File: config.mk
export PLATFORM = sky130hd
export DESIGN_NAME = fifo_flagged
export DESIGN_NICKNAME = d
export VERILOG_FILES = /design/src/rtl/fifo_flagged.sv
export SDC_FILE = /design/constraint.sdc
export NUM_CORES = 1
export LEC_CHECK = 0
export ABC_AREA = 0
export ABC_CLOCK_PERIOD_IN_PS = 1800
export CAP_MARGIN = 20
export CORE_MARGIN = 3
export CORE_UTILIZATION = 25
export CTS_BUF_LIST = sky130_fd_sc_hd__clkbuf_16
export CTS_CLUSTER_DIAMETER = 200
export DETAILED_ROUTE_END_ITERATION = 10
export GPL_ROUTABILITY_DRIVEN = 0
export SYNTH_ARGS = -nofsm -noshare
export SYNTH_HDL_FRONTEND = slang
export SYNTH_SLANG_ARGS = --single-unit
File: constraint.sdc
create_clock -name clk -period 1.8 [get_ports clk]
set_input_delay 0.18 -clock clk [delete_from_list [all_inputs] [get_ports clk]]
set_output_delay 0.18 -clock clk [all_outputs]
set_load 0.01 [all_outputs]
File: src/rtl/fifo_flagged.sv
// rtl/fifo_flagged.sv - flagged synchronous FIFO with level and sticky error flags
//
// Purpose: buffers words between the transceiver datapath and its bus-side
// consumer. Storage is a register array. Reads are registered by default.
// Defining FIFO_FWFT_EN selects first-word-fall-through reads instead.
//
// Ports:
//   clk           rising-edge clock
//   rst_n         asynchronous active-low reset
//   write/data_in write request and write data
//   read          read request (pop acknowledge in FWFT mode)
//   data_out      read data
//   valid         data_out holds a newly read word (FWFT: head word present)
//   flush         synchronous clear of contents
//   clear_err     synchronous clear of overflow/underflow
//   level         number of stored words
//   full/empty    level at depth / at zero
//   almost_full   level >= AlmostFullLevel
//   almost_empty  level <= AlmostEmptyLevel
//   overflow      sticky, a write was rejected
//   underflow     sticky, a read was rejected
module fifo_flagged #(
  parameter int AddrWidth        = 3,
  parameter int DataWidth        = 8,
  parameter int AlmostFullLevel  = 6,
  parameter int AlmostEmptyLevel = 1
) (
  input  logic                 clk,
  input  logic                 rst_n,
  input  logic                 write,
  input  logic [DataWidth-1:0] data_in,
  input  logic                 read,
  output logic [DataWidth-1:0] data_out,
  output logic                 valid,
  input  logic                 flush,
  input  logic                 clear_err,
  output logic [AddrWidth:0]   level,
  output logic                 full,
  output logic                 empty,
  output logic                 almost_full,
  output logic                 almost_empty,
  output logic                 overflow,
  output logic                 underflow
);

  localparam int Depth = 2 ** AddrWidth;
  localparam logic [AddrWidth:0]   LevelFull = {1'b1, {AddrWidth{1'b0}}};
  localparam logic [AddrWidth:0]   LevelAf   = (AddrWidth + 1)'(AlmostFullLevel);
  localparam logic [AddrWidth:0]   LevelAe   = (AddrWidth + 1)'(AlmostEmptyLevel);
  localparam logic [AddrWidth:0]   LevelOne  = (AddrWidth + 1)'(1);
  localparam logic [AddrWidth-1:0] PtrOne    = AddrWidth'(1);

  logic [DataWidth-1:0] mem_q [Depth];
  logic [DataWidth-1:0] mem_d [Depth];
  logic [AddrWidth-1:0] wr_ptr_q, wr_ptr_d;
  logic [AddrWidth-1:0] rd_ptr_q, rd_ptr_d;
  logic [AddrWidth:0]   level_q, level_d;
  logic                 overflow_q, overflow_d;
  logic                 underflow_q, underflow_d;
  logic                 rd_acc, wr_acc, rd_rej, wr_rej;

  assign empty        = (level_q == '0);
  assign full         = (level_q == LevelFull);
  assign almost_full  = (level_q >= LevelAf);
  assign almost_empty = (level_q <= LevelAe);
  assign level        = level_q;
  assign overflow     = overflow_q;
  assign underflow    = underflow_q;

  // A full FIFO still takes a write when the head leaves in the same cycle.
  // Flush suppresses both accepting and flagging.
  assign rd_acc = read && !empty && !flush;
  assign wr_acc = write && (!full || rd_acc) && !flush;
  assign rd_rej = read && !flush && !rd_acc;
  assign wr_rej = write && !flush && !wr_acc;

  always_comb begin
    mem_d       = mem_q;
    wr_ptr_d    = wr_ptr_q;
    rd_ptr_d    = rd_ptr_q;
    level_d     = level_q;
    overflow_d  = overflow_q;
    underflow_d = underflow_q;

    if (wr_acc) begin
      mem_d[wr_ptr_q] = data_in;
      wr_ptr_d        = wr_ptr_q + PtrOne;
    end
    if (rd_acc) begin
      rd_ptr_d = rd_ptr_q + PtrOne;
    end
    case ({wr_acc, rd_acc})
      2'b10:   level_d = level_q + LevelOne;
      2'b01:   level_d = level_q - LevelOne;
      default: level_d = level_q;
    endcase
    if (flush) begin
      wr_ptr_d = '0;
      rd_ptr_d = '0;
      level_d  = '0;
    end

    // Setting wins over clearing in the same cycle.
    if (clear_err) begin
      overflow_d  = 1'b0;
      underflow_d = 1'b0;
    end
    if (wr_rej) overflow_d = 1'b1;
    if (rd_rej) underflow_d = 1'b1;
  end

  always_ff @(posedge clk or negedge rst_n) begin
    if (!rst_n) begin
      for (int i = 0; i < Depth; i++) mem_q[i] <= '0;
      wr_ptr_q    <= '0;
      rd_ptr_q    <= '0;
      level_q     <= '0;
      overflow_q  <= 1'b0;
      underflow_q <= 1'b0;
    end else begin
      mem_q       <= mem_d;
      wr_ptr_q    <= wr_ptr_d;
      rd_ptr_q    <= rd_ptr_d;
      level_q     <= level_d;
      overflow_q  <= overflow_d;
      underflow_q <= underflow_d;
    end
  end

`ifdef FIFO_FWFT_EN
  // Head word is presented directly; read only advances the pointer.
  assign data_out = mem_q[rd_ptr_q];
  assign valid    = !empty;
`else
  logic [DataWidth-1:0] data_out_q, data_out_d;
  logic                 valid_q, valid_d;

  // mem_q still holds the old head when a full FIFO is read and written
  // together, so the outgoing word is never the one being overwritten.
  always_comb begin
    data_out_d = data_out_q;
    valid_d    = rd_acc;
    if (rd_acc) data_out_d = mem_q[rd_ptr_q];
  end

  always_ff @(posedge clk or negedge rst_n) begin
    if (!rst_n) begin
      data_out_q <= '0;
      valid_q    <= 1'b0;
    end else begin
      data_out_q <= data_out_d;
      valid_q    <= valid_d;
    end
  end

  assign data_out = data_out_q;
  assign valid    = valid_q;
`endif

endmodule

==> flow_summary.json <==
{
  "met1_usage": 0.146,
  "grt_pass1_wl_um": 15900,
  "p_leak_nw": 2.51,
  "r2r.worst_path.cells": 8,
  "fin_util": 0.352,
  "grt.overflow.total": 0,
  "ys.flop_type": "dfrtp_1",
  "netlist_area_um2": 4020,
  "critical_path.max_fanout": 8,
  "end_kind": "flop",
  "final_layout_size_suffix_gt1_frac": 0.449,
  "hold_violations": 0,
  "pin_count": 33,
  "grt-busiest-layer": "met2",
  "synth_warnings": 0,
  "drcViolationCount": 0,
  "numCtsBuffers": 9,
  "final_max_slew_viol_count": 0,
  "synth.top_cell.area_share": 0.529,
  "r2r_slack_ns": -0.008,
  "rsz0062_at_grt": "true",
  "critPathKind": "flop to flop",
  "r2r-end": "mem_q[44]",
  "antenna_found_initial": 0,
  "grt_usage": 0.113,
  "initial_core_util": 0.260,
  "routedWlPerCell_um": 16.7,
  "place_area_um2": 4910,
  "portBuffers": 32,
  "dr_total_vias": 2558,
  "insertedDiodeCount": 0,
  "synth_edf_count": 0,
  "drt_iter0_markers": 136,
  "syn_inst": 285,
  "vias_per_cell": 4.51,
  "fin_nets": 371,
  "tightestPinTransition_ns": 0.573,
  "synth-seq-cells": 85,
  "clock_sinks": 85,
  "min_period_ns": 1.81,
  "grt_max_degree": 42,
  "yosysSeqAreaShare": 0.529,
  "setup_viol": 9,
  "start_kind": "flop",
  "tritoncts": "yes",
  "dp_slack_ns": -0.307,
  "skew_ns": 0.00870,
  "min_path_type": "primary input to async pin",
  "grt_pass1_vias": 2793,
  "ys_types": 42,
  "cp.arrival_ns": 2.03,
  "h-tree-depth": 3,
  "insertion_delay_ns": 0.34,
  "relSlewSlack": 0.618,
  "grt_use_met2": 0.191,
  "max_freq_mhz": 553,
  "die_w_um": 133,
  "clockBufferDepth": 2,
  "required_ns": 2.02,
  "die-height_um": 133,
  "dieArea_um2": 17600,
  "routed_wl_um": 9450,
  "synth_area_leaders": "dfrtp_1 53%, mux2_2 18%, mux4_2 9.0%",
  "synth.net_count": 305,
  "power_density_nw_per_um2": 1380,
  "finalWorstSetupSlack_ns": -0.00840,
  "dp_hpwl_um": 6320,
  "yosysTopAreaCell": "dfrtp_1",
  "ir_worst_vdd_mv": 0.574,
  "timing.final.crit_share": 1.00,
  "firstDrtPassIters": 5,
  "core_um2": 15500,
  "syn_to_final_growth_pct": 35.5,
  "power.total_mw": 7.51,
  "async_reset_ff_frac": 1.00,
  "violations": "setup timing",
  "fin_area_um2": 5450,
  "path_clk_slew_ns": 0.07,
  "maxCapViolCount": 0,
  "run_status": "finished, violations left",
  "use_met3": 0.0255,
  "avgSynthCellArea_um2": 14.1,
  "rows": 45,
  "cts_root_buf": "clkbuf_16",
  "ant_nets": 0,
  "crit-reg2reg-launch": "level[1]"
}
[worst max-delay path, stage by stage (launching register included)]
cell and delay, ns:
dfrtp_2 0.41, inv_2 0.08, ha_4 0.16, nand3b_4 0.09, o21a_4 0.22, and2_4 0.17, buf_6 0.13, nand2_8 0.12
mux2_4 0.31
[registers in the layout, summed over array words and instances, names as in the netlist]
register / cells
data_out: 8
level: 4
mem_q: 64
wr_ptr_q: 3
rd_ptr_q: 3
underflow: 1
overflow: 1
valid: 1
[layout make-up]
cell class              instances  area [µm²]
clock buffers                   9         225
clock inverters                 7         104
fillers                      1486       10000
inverters                       5        18.8
multi-input cells             181        2050
flip-flops and latches         85        2130
well taps                     211         264
repair buffers                 69         653
[power breakdown]
group,total [mW],switching [mW],internal (mW)
registers,2.74,0.318,2.42
logic,2.73,1.11,1.62
clock network,2.04,0.808,1.24
[cells by family (layout without fill, tap and decap cells)]
family                     Yosys count  count (layout)  synth area share
muxes                               89              89             0.291
DFF                                 85              85             0.529
and+or+nand+nor                     52              52            0.0803
AOI/OAI and AO/OA                   29              29            0.0458
buffers and inverters               19              90            0.0240
adders and majority gates            6               6            0.0187
xor gates and xnor gates             5               5            0.0109
[what timing repair did]
action / in CTS / in global routing
hold endpoints to repair: 33 / 0
pin swaps: 2 / 7
hold buffers: 1 / 0
setup endpoints to repair: 70 / 56
gates resized for setup: 36 / 25
buffers inserted: 2 / 1
[metrics by stage]
stage          setup TNS, ns  std cells  hold slack [ns]
3_5_place_dp          -16.50        547            0.186
2_1_floorplan          -1.84        285           -0.116
3_3_place_gp          -14.06        547            0.183
4_1_cts               -0.193        566            0.365
5_1_grt                -1.45        567            0.421
6_report             -0.0404        567            0.362
[placed cells by master, fill, tap and decap left out, types with 2 or more instances in the layout]
cell / count
dfrtp_1: 83
mux2_4: 41
clkdlybuf4s50_1: 27
buf_4: 25
mux2_2: 23
nor2_1: 17
mux4_2: 16
a21oi_1: 11
mux2i_1: 9
clkbuf_16: 9
buf_6: 9
nand2_1: 8
ha_1: 5
o21ai_0: 4
nor3b_4: 3
nand2b_1: 3
nand3b_4: 3
inv_1: 3
xor2_1: 3
nand3_1: 3
buf_12: 3
nor2_2: 2
inv_2: 2
nor3_1: 2
xnor2_1: 2
a31oi_1: 2
a22o_1: 2
inv_6: 2
clkinvlp_4: 2
bufinv_16: 2
dfrtp_2: 2
buf_2: 2
[cell usage after synthesis, types with 4 or more instances]
master	count
mux2_2	64
buf_2	5
mux2i_1	9
ha_1	6
buf_1	4
o21ai_0	5
nand2b_1	4
inv_1	5
a21oi_1	11
dfrtp_1	85
nor2_1	18
mux4_2	16
nand2_1	8
[layer usage]
metal / routed length (µm) / up-vias
met1: 4270 / 1346
met2: 4810 / 34
met4: 106 / 0
met5: 0 / -
li1: - / 1170
met3: 259 / 8
[worst max-delay path by stage]
stage                         from          end  slack (ns)  cells past startpoint
after floorplan           level[0]    mem_q[24]       -0.08                      8
after global placement       flush    mem_q[53]       -0.27                      7
after detailed placement     flush    mem_q[51]       -0.31                      7
after CTS                 level[0]  almost_full       -0.05                      7
after global routing      level[1]    mem_q[41]       -0.06                      8
final                     level[1]    mem_q[44]      -0.008                      8
Note: power is estimated with default switching activity, not from simulation.
